[src/rtl/c4_game_driver.sv]
// c4_game_driver: player-side controller for the connect4 move engine.
//
// Buffers host column moves in a FIFO, issues them one at a time on the
// engine op channel with alternating player ids, consumes the engine result
// channel, classifies each result and keeps saturating game statistics.
//
// Ports:
//   clk, rst                      rising-edge clock, synchronous active-high reset
//   mv_valid, mv_ready, mv_col    host move push channel (mv_ready = FIFO not full)
//   op_valid, op_ready            move request handshake toward the engine
//   op_player_id, op_col_id       player and column of the outstanding request
//   re_valid, re_ready            engine result handshake
//   re_err, re_is_finished,
//   re_winner, re_tie             result fields
//   clr_stats                     synchronous clear of all statistics counters
//   cur_player                    player that will issue the next move
//   fifo_level                    number of buffered moves
//   busy                          a transaction is in flight
//   evt_valid, evt_code           one pulse per consumed result: 0 move, 1 err, 2 win, 3 tie
//   game_cnt, win0_cnt, win1_cnt,
//   tie_cnt, err_cnt              saturating statistics counters
module c4_game_driver #(
    parameter int FIFO_DEPTH = 8,
    parameter int CNT_W      = 8
) (
    input  logic                          clk,
    input  logic                          rst,
    input  logic                          mv_valid,
    output logic                          mv_ready,
    input  logic [2:0]                    mv_col,
    input  logic                          op_ready,
    output logic                          op_valid,
    output logic                          op_player_id,
    output logic [2:0]                    op_col_id,
    output logic                          re_ready,
    input  logic                          re_valid,
    input  logic                          re_err,
    input  logic                          re_is_finished,
    input  logic                          re_winner,
    input  logic                          re_tie,
    input  logic                          clr_stats,
    output logic                          cur_player,
    output logic [$clog2(FIFO_DEPTH):0]   fifo_level,
    output logic                          busy,
    output logic                          evt_valid,
    output logic [1:0]                    evt_code,
    output logic [CNT_W-1:0]              game_cnt,
    output logic [CNT_W-1:0]              win0_cnt,
    output logic [CNT_W-1:0]              win1_cnt,
    output logic [CNT_W-1:0]              tie_cnt,
    output logic [CNT_W-1:0]              err_cnt
);
    localparam int AW = $clog2(FIFO_DEPTH);
    localparam int LW = AW + 1;
    localparam logic [LW-1:0] FULL = LW'(FIFO_DEPTH);

    typedef enum logic [1:0] {
        S_IDLE,
        S_ISSUE,
        S_WAIT_RE
    } state_t;

    state_t          r_state;
    logic [2:0]      r_mem [FIFO_DEPTH];
    logic [AW-1:0]   r_wp;
    logic [AW-1:0]   r_rp;
    logic [LW-1:0]   r_level;

    logic            w_push;
    logic            w_pop;
    logic            w_re_fire;
    logic [1:0]      w_code;
    logic            w_inc_err;
    logic            w_inc_game;
    logic            w_inc_tie;
    logic            w_inc_w0;
    logic            w_inc_w1;

    assign mv_ready   = r_level != FULL;
    assign fifo_level = r_level;
    assign busy       = r_state != S_IDLE;

    // op_valid is only ever high in ISSUE, so this is exactly the op fire.
    assign w_push    = mv_valid & mv_ready;
    assign w_pop     = op_valid & op_ready;
    assign w_re_fire = re_valid & re_ready;

    // Error outranks finished; tie outranks win.
    always_comb begin
        w_code     = re_err ? 2'd1 : re_is_finished ? (re_tie ? 2'd3 : 2'd2) : 2'd0;
        w_inc_err  = w_re_fire & re_err;
        w_inc_game = w_re_fire & ~re_err & re_is_finished;
        w_inc_tie  = w_inc_game & re_tie;
        w_inc_w0   = w_inc_game & ~re_tie & ~re_winner;
        w_inc_w1   = w_inc_game & ~re_tie & re_winner;
    end

    always_ff @(posedge clk) begin
        if (w_push)
            r_mem[r_wp] <= mv_col;
    end

    always_ff @(posedge clk) begin
        if (rst) begin
            r_wp    <= '0;
            r_rp    <= '0;
            r_level <= '0;
        end else begin
            if (w_push)
                r_wp <= r_wp + 1'b1;
            if (w_pop)
                r_rp <= r_rp + 1'b1;
            if (w_push && !w_pop)
                r_level <= r_level + 1'b1;
            else if (w_pop && !w_push)
                r_level <= r_level - 1'b1;
        end
    end

    always_ff @(posedge clk) begin
        if (rst) begin
            r_state      <= S_IDLE;
            op_valid     <= 1'b0;
            op_player_id <= 1'b0;
            op_col_id    <= 3'd0;
            re_ready     <= 1'b0;
            cur_player   <= 1'b0;
            evt_valid    <= 1'b0;
            evt_code     <= 2'd0;
        end else begin
            evt_valid <= 1'b0;
            case (r_state)
                S_IDLE: begin
                    // The head entry stays in the FIFO until the engine accepts it.
                    if (r_level != '0) begin
                        r_state      <= S_ISSUE;
                        op_valid     <= 1'b1;
                        op_col_id    <= r_mem[r_rp];
                        op_player_id <= cur_player;
                    end
                end
                S_ISSUE: begin
                    if (w_pop) begin
                        r_state  <= S_WAIT_RE;
                        op_valid <= 1'b0;
                        re_ready <= 1'b1;
                    end
                end
                S_WAIT_RE: begin
                    if (w_re_fire) begin
                        r_state   <= S_IDLE;
                        re_ready  <= 1'b0;
                        evt_valid <= 1'b1;
                        evt_code  <= w_code;
                        // A rejected move is retried by the same player.
                        if (!re_err)
                            cur_player <= re_is_finished ? 1'b0 : ~cur_player;
                    end
                end
                default: r_state <= S_IDLE;
            endcase
        end
    end

    function automatic logic [CNT_W-1:0] sat_inc(input logic [CNT_W-1:0] v, input logic en);
        return (en && v != '1) ? v + 1'b1 : v;
    endfunction

    // clr_stats takes precedence over any increment in the same cycle.
    always_ff @(posedge clk) begin
        if (rst || clr_stats) begin
            game_cnt <= '0;
            win0_cnt <= '0;
            win1_cnt <= '0;
            tie_cnt  <= '0;
            err_cnt  <= '0;
        end else begin
            game_cnt <= sat_inc(game_cnt, w_inc_game);
            win0_cnt <= sat_inc(win0_cnt, w_inc_w0);
            win1_cnt <= sat_inc(win1_cnt, w_inc_w1);
            tie_cnt  <= sat_inc(tie_cnt, w_inc_tie);
            err_cnt  <= sat_inc(err_cnt, w_inc_err);
        end
    end
endmodule
[config.mk]
export PLATFORM = sky130hd
export DESIGN_NAME = c4_game_driver
export DESIGN_NICKNAME = d
export VERILOG_FILES = /design/src/rtl/c4_game_driver.sv
export SDC_FILE = /design/constraint.sdc
export NUM_CORES = 1
export LEC_CHECK = 0
export BUFFER_PORTS_ARGS = -buffer_cell sky130_fd_sc_hd__buf_4
export CORE_MARGIN = 1
export CORE_UTILIZATION = 56
export CTS_CLUSTER_DIAMETER = 100
export DETAILED_ROUTE_END_ITERATION = 10
export PLACE_DENSITY = 0.83
export SETUP_SLACK_MARGIN = 0.15
export SLEW_MARGIN = 10
export SYNTH_ARGS = -nofsm -noshare
export SYNTH_HDL_FRONTEND = slang
export SYNTH_SLANG_ARGS = --single-unit
[constraint.sdc]
create_clock -name clk -period 3.1 [get_ports clk]
set_clock_uncertainty 0.1 [all_clocks]
set_input_delay 0.31 -clock clk [delete_from_list [all_inputs] [get_ports clk]]
set_output_delay 0.31 -clock clk [all_outputs]
set_load 0.02 [all_outputs]
# After elaboration in Yosys (flattened, before gate mapping)

Memory sizes are Yosys's and may differ from the RTL's. A register that Yosys moved wholly into a read port is not among the register bits.
Cells that the tools add are included.

Word-level logic and storage cells: 93
Register bits after elaboration: 59
Memories kept: 1
Output and inout bits: 56
Input port bits: 13
Memory bits (writable): 24

Bitwise gates (word level): 15
Eq/ne operators: 11
Add/sub/neg operators: 9
Muxes and demuxes: 19
Reductions and logical operators: 23

Memories:

| memory | words | width | read ports | clocked after memory_dff | write ports | line | source |
|---|---|---|---|---|---|---|---|
| r_mem  | 8     | 3     | 1          | 1                        | 1           | 64   | `logic [2:0] r_mem [FIFO_DEPTH];` |

Operators by type and width:

| kind                | number |
|---|---|
| $add 8x1->8 const B | 5 |
| $ne 8x8->1 const B  | 5 |
| $reduce_and 3->1    | 4 |
| $and 1x1->1         | 10 |
| $mux 2              | 5 |
| $mux 1              | 9 |
| $mux 4              | 2 |
| $reduce_bool 2->1   | 4 |
| $logic_and 1x1->1   | 7 |
| $add 3x1->3 const B | 2 |
| $ne 2x2->1 const B  | 3 |
| $pmux 2 s3          | 1 |
| $not 1->1           | 5 |
| $add 4x1->4 const B | 1 |
| $ne 4x4->1 const B  | 1 |
| $pmux 1 s2          | 2 |
| $reduce_and 2->1    | 2 |
| $reduce_bool 4->1   | 1 |
| $sub 4x1->4 const B | 1 |
| $eq 2x1->1 const B  | 1 |
| $eq 2x2->1 const B  | 1 |
| $logic_not 1->1     | 2 |
| $logic_not 2->1     | 1 |
| $reduce_or 2->1     | 1 |
| $logic_or 1x1->1    | 1 |

# Longest topological paths before layout

Word-level depth: 6
Depth in mapped cells: 10
Gate-level depth less buffers: 10

# Least setup slack after synthesis

OpenSTA, ideal clock, no wires.

Kind: register to register
Start: register r_level[0] (netlist: fifo_level[0])
End: register r_level[3] (netlist: fifo_level[3])
Path slack: 166 ps
Path buffers: 0
Data required time: 2879 ps
Data arrival time: 2714 ps
Period minus slack after synthesis: 2934 ps
Stages on the path, launching flop included: 11
Library setup time: 121 ps
Cells stage by stage: dfxtp_1 or4b_1 nand2_1 inv_2 ha_1 inv_1 ha_1 a21oi_1 a211oi_1 a31oi_1 mux2_2

Word-level cells in the longest chain between the ends: 5
Elaborated cells between the ends (all ways): 10
Classes of those cells: 2 x add/sub; 1 x eq/ne; 2 x mux; 1 x bitwise; 4 x reduce/logical

Ends and longest elaborated chain:

| what                               | line | source |
|---|---|---|
| start: declaration                 | 67   | `logic [LW-1:0] r_level;` |
| start signal: assignment           | 114  | `r_level <= r_level + 1'b1;` |
| start signal: assignment           | 116  | `r_level <= r_level - 1'b1;` |
| $ne 4x4->1 (*)                     | 79   | `assign mv_ready = r_level != FULL;` |
| net mv_ready                       | 29   | `output logic mv_ready,` |
| $and 1x1->1 (*)                    | 84   | `assign w_push = mv_valid & mv_ready;` |
| net w_push                         | 69   | `logic w_push;` |
| $logic_not 1->1                    | 115  | `else if (w_pop && !w_push)` |
| $logic_and 1x1->1                  | 115  |  |
| $reduce_bool 2->1 (no source line) | n/a  |  |

The timed path passes the listed nets; every way through them passes the cells marked *. The select of a mux whose other input is x is not followed.
A chain may end at the register's enable or synchronous reset.

# Final worst setup path

Start: register r_level[0] (netlist: fifo_level[0])
End: register r_level[3] (netlist: fifo_level[3])

Word-level cells in the longest chain between the ends: 5
Elaborated cells between the ends (all ways): 10
Classes of those cells: 2 x add/sub; 1 x eq/ne; 2 x mux; 1 x bitwise; 4 x reduce/logical

Ends and longest elaborated chain:

| what                               | line |
|---|---|
| $ne 4x4->1 (*)                     | 79 |
| $and 1x1->1 (*)                    | 84 |
| net w_push                         | 69 |
| $logic_not 1->1                    | 115 |
| $logic_and 1x1->1                  | 115 |
| $reduce_bool 2->1 (no source line) | n/a |

Marked as above.

==> metrics.csv <==
metric,value,unit
cts_tree,done,
hold_viol_final,0,
num-fill-cells,535,
die_area,7310,µm²
grt-ovfl-total,0,
ys_async_sr_fraction,0,%
wl_met3,384,µm
postSynthAreaPerCell,10.1,µm²
io_buffers,68,
post-route-util,69.2,%
fin_crit,2830,ps
fmax,0.354,GHz
fin_setup_tns,0,ps
wl,8.24,mm
cts_resized,0,
die_h,85.5,µm
start_kind,register,
routed_via_density,5.96,
place_inst,523,
synthTopCellsByArea,"dfxtp_1 (32%), edfxtp_1 (18%), nor2_1 (4.3%), a21oi_1 (4.0%), mux4_2 (3.5%)",
clk_latency,360,ps
cts-htree-levels,3,
synth_top_area_share,31.8,%
period_share,91.2,%
setup_viol,0,
die_x,85.5,µm
first_global_vias,2912,
drtPass1Iterations,4,
rsz0062_at_grt,no,
post-cts-setup-buffers,0,
seqCellArea,1960,µm²
powerDensity,569,nW/µm²
stdcell_area,4680,µm²
ys_ff_latch,86,
start_util,57.8,%
drive_gt1_share,22.9,%
synth_ff_type,dfxtp_1,
io-pin-count,69,
hp-class,in2reg,
drc_errors,0,
clock-sinks,86,
outcome,finished clean,
syn_area,3910,µm²
post_drt_wl_per_cell,15.3,µm
critPathMaxFanout,6,
drt_iter0_drc,107,
gp_congestion,0.865,
diodes,0,
p_leak,1.75,nW
report.final.slew_viol_count,0,
power.total,0.00266,W
syn2layout_area_growth,19.8,%
core-area,6760,µm²
clock_tree.root_cell,clkbuf_8,
synth_cell_types,57,
wl_met2,4.05,mm
clk_path_buf_depth,2,
numCtsBuffers,9,
antenna_left,0,
hpwl,5.89,mm
cp-end-kind,register,
placed_area,4470,µm²
grt_usage,23.3,%
synth_edf_count,24,
tightest_slew,774,ps
final_cells,539,
synth_cells,387,
hold_buffers,0,
syn_nets,411,
antenna_found_initial,0,
crit_arrival,2990,ps
maxUsedRoutingLayer,met4,
worstSetupPathType,reg2reg,
grt_first_pass_wirelength,13.4,mm
ys_seq_area_share,50.2,%
cp.required,3270,ps
ir_drop,446,µV
routed-via-count,3213,
slew_headroom,47.7,%
grt_max_degree,39,
yosysWarningCount,0,
drt-met1-wl,3.65,mm
fp-row-count,30,
path_clk_slew,100,ps
multiInputGateArea,1860,µm²
fin_nets,478,
synth_largest_area_cell,dfxtp_1,
maxCapViolCount,0,
[final timing paths]
kind                              start                          to  slack, ps  depth (start not counted)
max          fifo_level[0]$_SDFFE_PP0P_  fifo_level[3]$_SDFFE_PP0P_        270                         10
min                           mv_col[1]       r_mem[5][1]$_DFFE_PP_         70                          1
max reg2reg  fifo_level[0]$_SDFFE_PP0P_  fifo_level[3]$_SDFFE_PP0P_        270                         10
min reg2reg   op_player_id$_SDFFE_PP0P_   op_player_id$_SDFFE_PP0P_        370                          2
[layout by cell type, fill, tap and decap left out, types with 2 or more instances in the layout]
cell type,Yosys,final
a211oi_1,2,2
a21oi_1,31,31
a22oi_1,2,2
a31oi_1,2,2
and2_1,3,3
and3_1,5,5
and4_1,3,3
buf_4,0,69
clkbuf_8,0,9
clkinv_4,0,3
clkinv_8,0,2
dfxtp_1,62,61
edfxtp_1,24,24
ha_1,10,10
inv_1,7,7
mux2i_1,6,6
mux4_2,6,6
nand2_1,25,24
nand3_1,20,20
nand4_1,8,8
nand4b_1,3,3
nor2_1,45,45
nor2b_1,4,4
nor3_1,7,7
nor3b_1,4,4
nor4_1,4,4
o2111ai_1,2,2
o21a_1,2,2
o21ai_0,13,13
o22ai_1,3,3
o31ai_1,9,9
or2_2,4,4
or3_1,7,7
or4_1,12,12
xnor2_1,7,7
xor2_1,10,10
[cell type report]
| class | instances | share of cell area [%] |
|---|---|---|
| clock buffers | 9 | 2.65 |
| clock inverters | 7 | 1.68 |
| inverters | 8 | 0.642 |
| multi-input cells | 280 | 39.9 |
| flip-flops and latches | 86 | 42.0 |
| well taps | 80 | 2.14 |
| repair buffers | 69 | 11.1 |
[cells in the mapped netlist (all sizes together), types with 2 or more instances]
cell type  number
a211oi          2
a21oi          31
a22oi           2
a31oi           2
and2            3
and3            5
and4            3
buf             3
clkbuf         10
dfxtp          62
edfxtp         24
ha             10
inv             8
mux2i           6
mux4            6
nand2          26
nand3          20
nand4           9
nand4b          5
nor2           45
nor2b           4
nor3            7
nor3b           4
nor4            4
o2111ai         2
o21a            2
o21ai          14
o22ai           3
o31ai           9
or2             4
or3             7
or4            12
xnor2           7
xor2           10
[state kept, by name, indices dropped and copies added (netlist names)]
name,flops
r_mem,24
r_state,2
op_col_id,3
evt_valid,1
r_wp,3
re_ready,1
evt_code,2
err_cnt,8
win0_cnt,8
win1_cnt,8
op_valid,1
game_cnt,8
tie_cnt,8
fifo_level,4
cur_player,1
r_rp,3
op_player_id,1
[logic make-up after synthesis]
kind of cell,after synthesis,share of synthesized area (%)
adders and majority gates,11,3.72
muxes,13,5.29
buffers and inverters,21,2.21
DFF,86,50.2
xor gates and xnor gates,17,3.81
and+or+nand+nor,164,23.1
AOI/OAI and AO/OA,75,11.6
[power by group]
| group | internal [W] | switching [W] |
|---|---|---|
| logic | 0.000246 | 0.000316 |
| registers | 0.00123 | 0.0000877 |
| clock network | 0.000317 | 0.000461 |
[worst max-delay path, cell delays in order, from the launching register on]
cell and delay, ps:
dfxtp_2 370, or4b_4 570, nand2_2 130, inv_2 80, ha_1 210, inv_1 130, ha_1 290, a21oi_1 210
a211oi_1 100, a31oi_1 180, mux2_2 350
[metrics by stage]
step / setup slack [ps] / hold WS, ps
finish: 273 / 74.1
global placement: 290 / 349
global route: 157 / 69.8
floorplan: 166 / 309
CTS: 177 / 62.1
detailed placement: 196 / 360
[per-layer routing]
metal | up-vias | GRT usage, %
met5 | - | 0
met4 | 0 | 10.2
met3 | 14 | 4.91
met2 | 76 | 38.8
met1 | 1538 | 29.5
li1 | 1585 | -
Power figures use the tool's default switching activity.
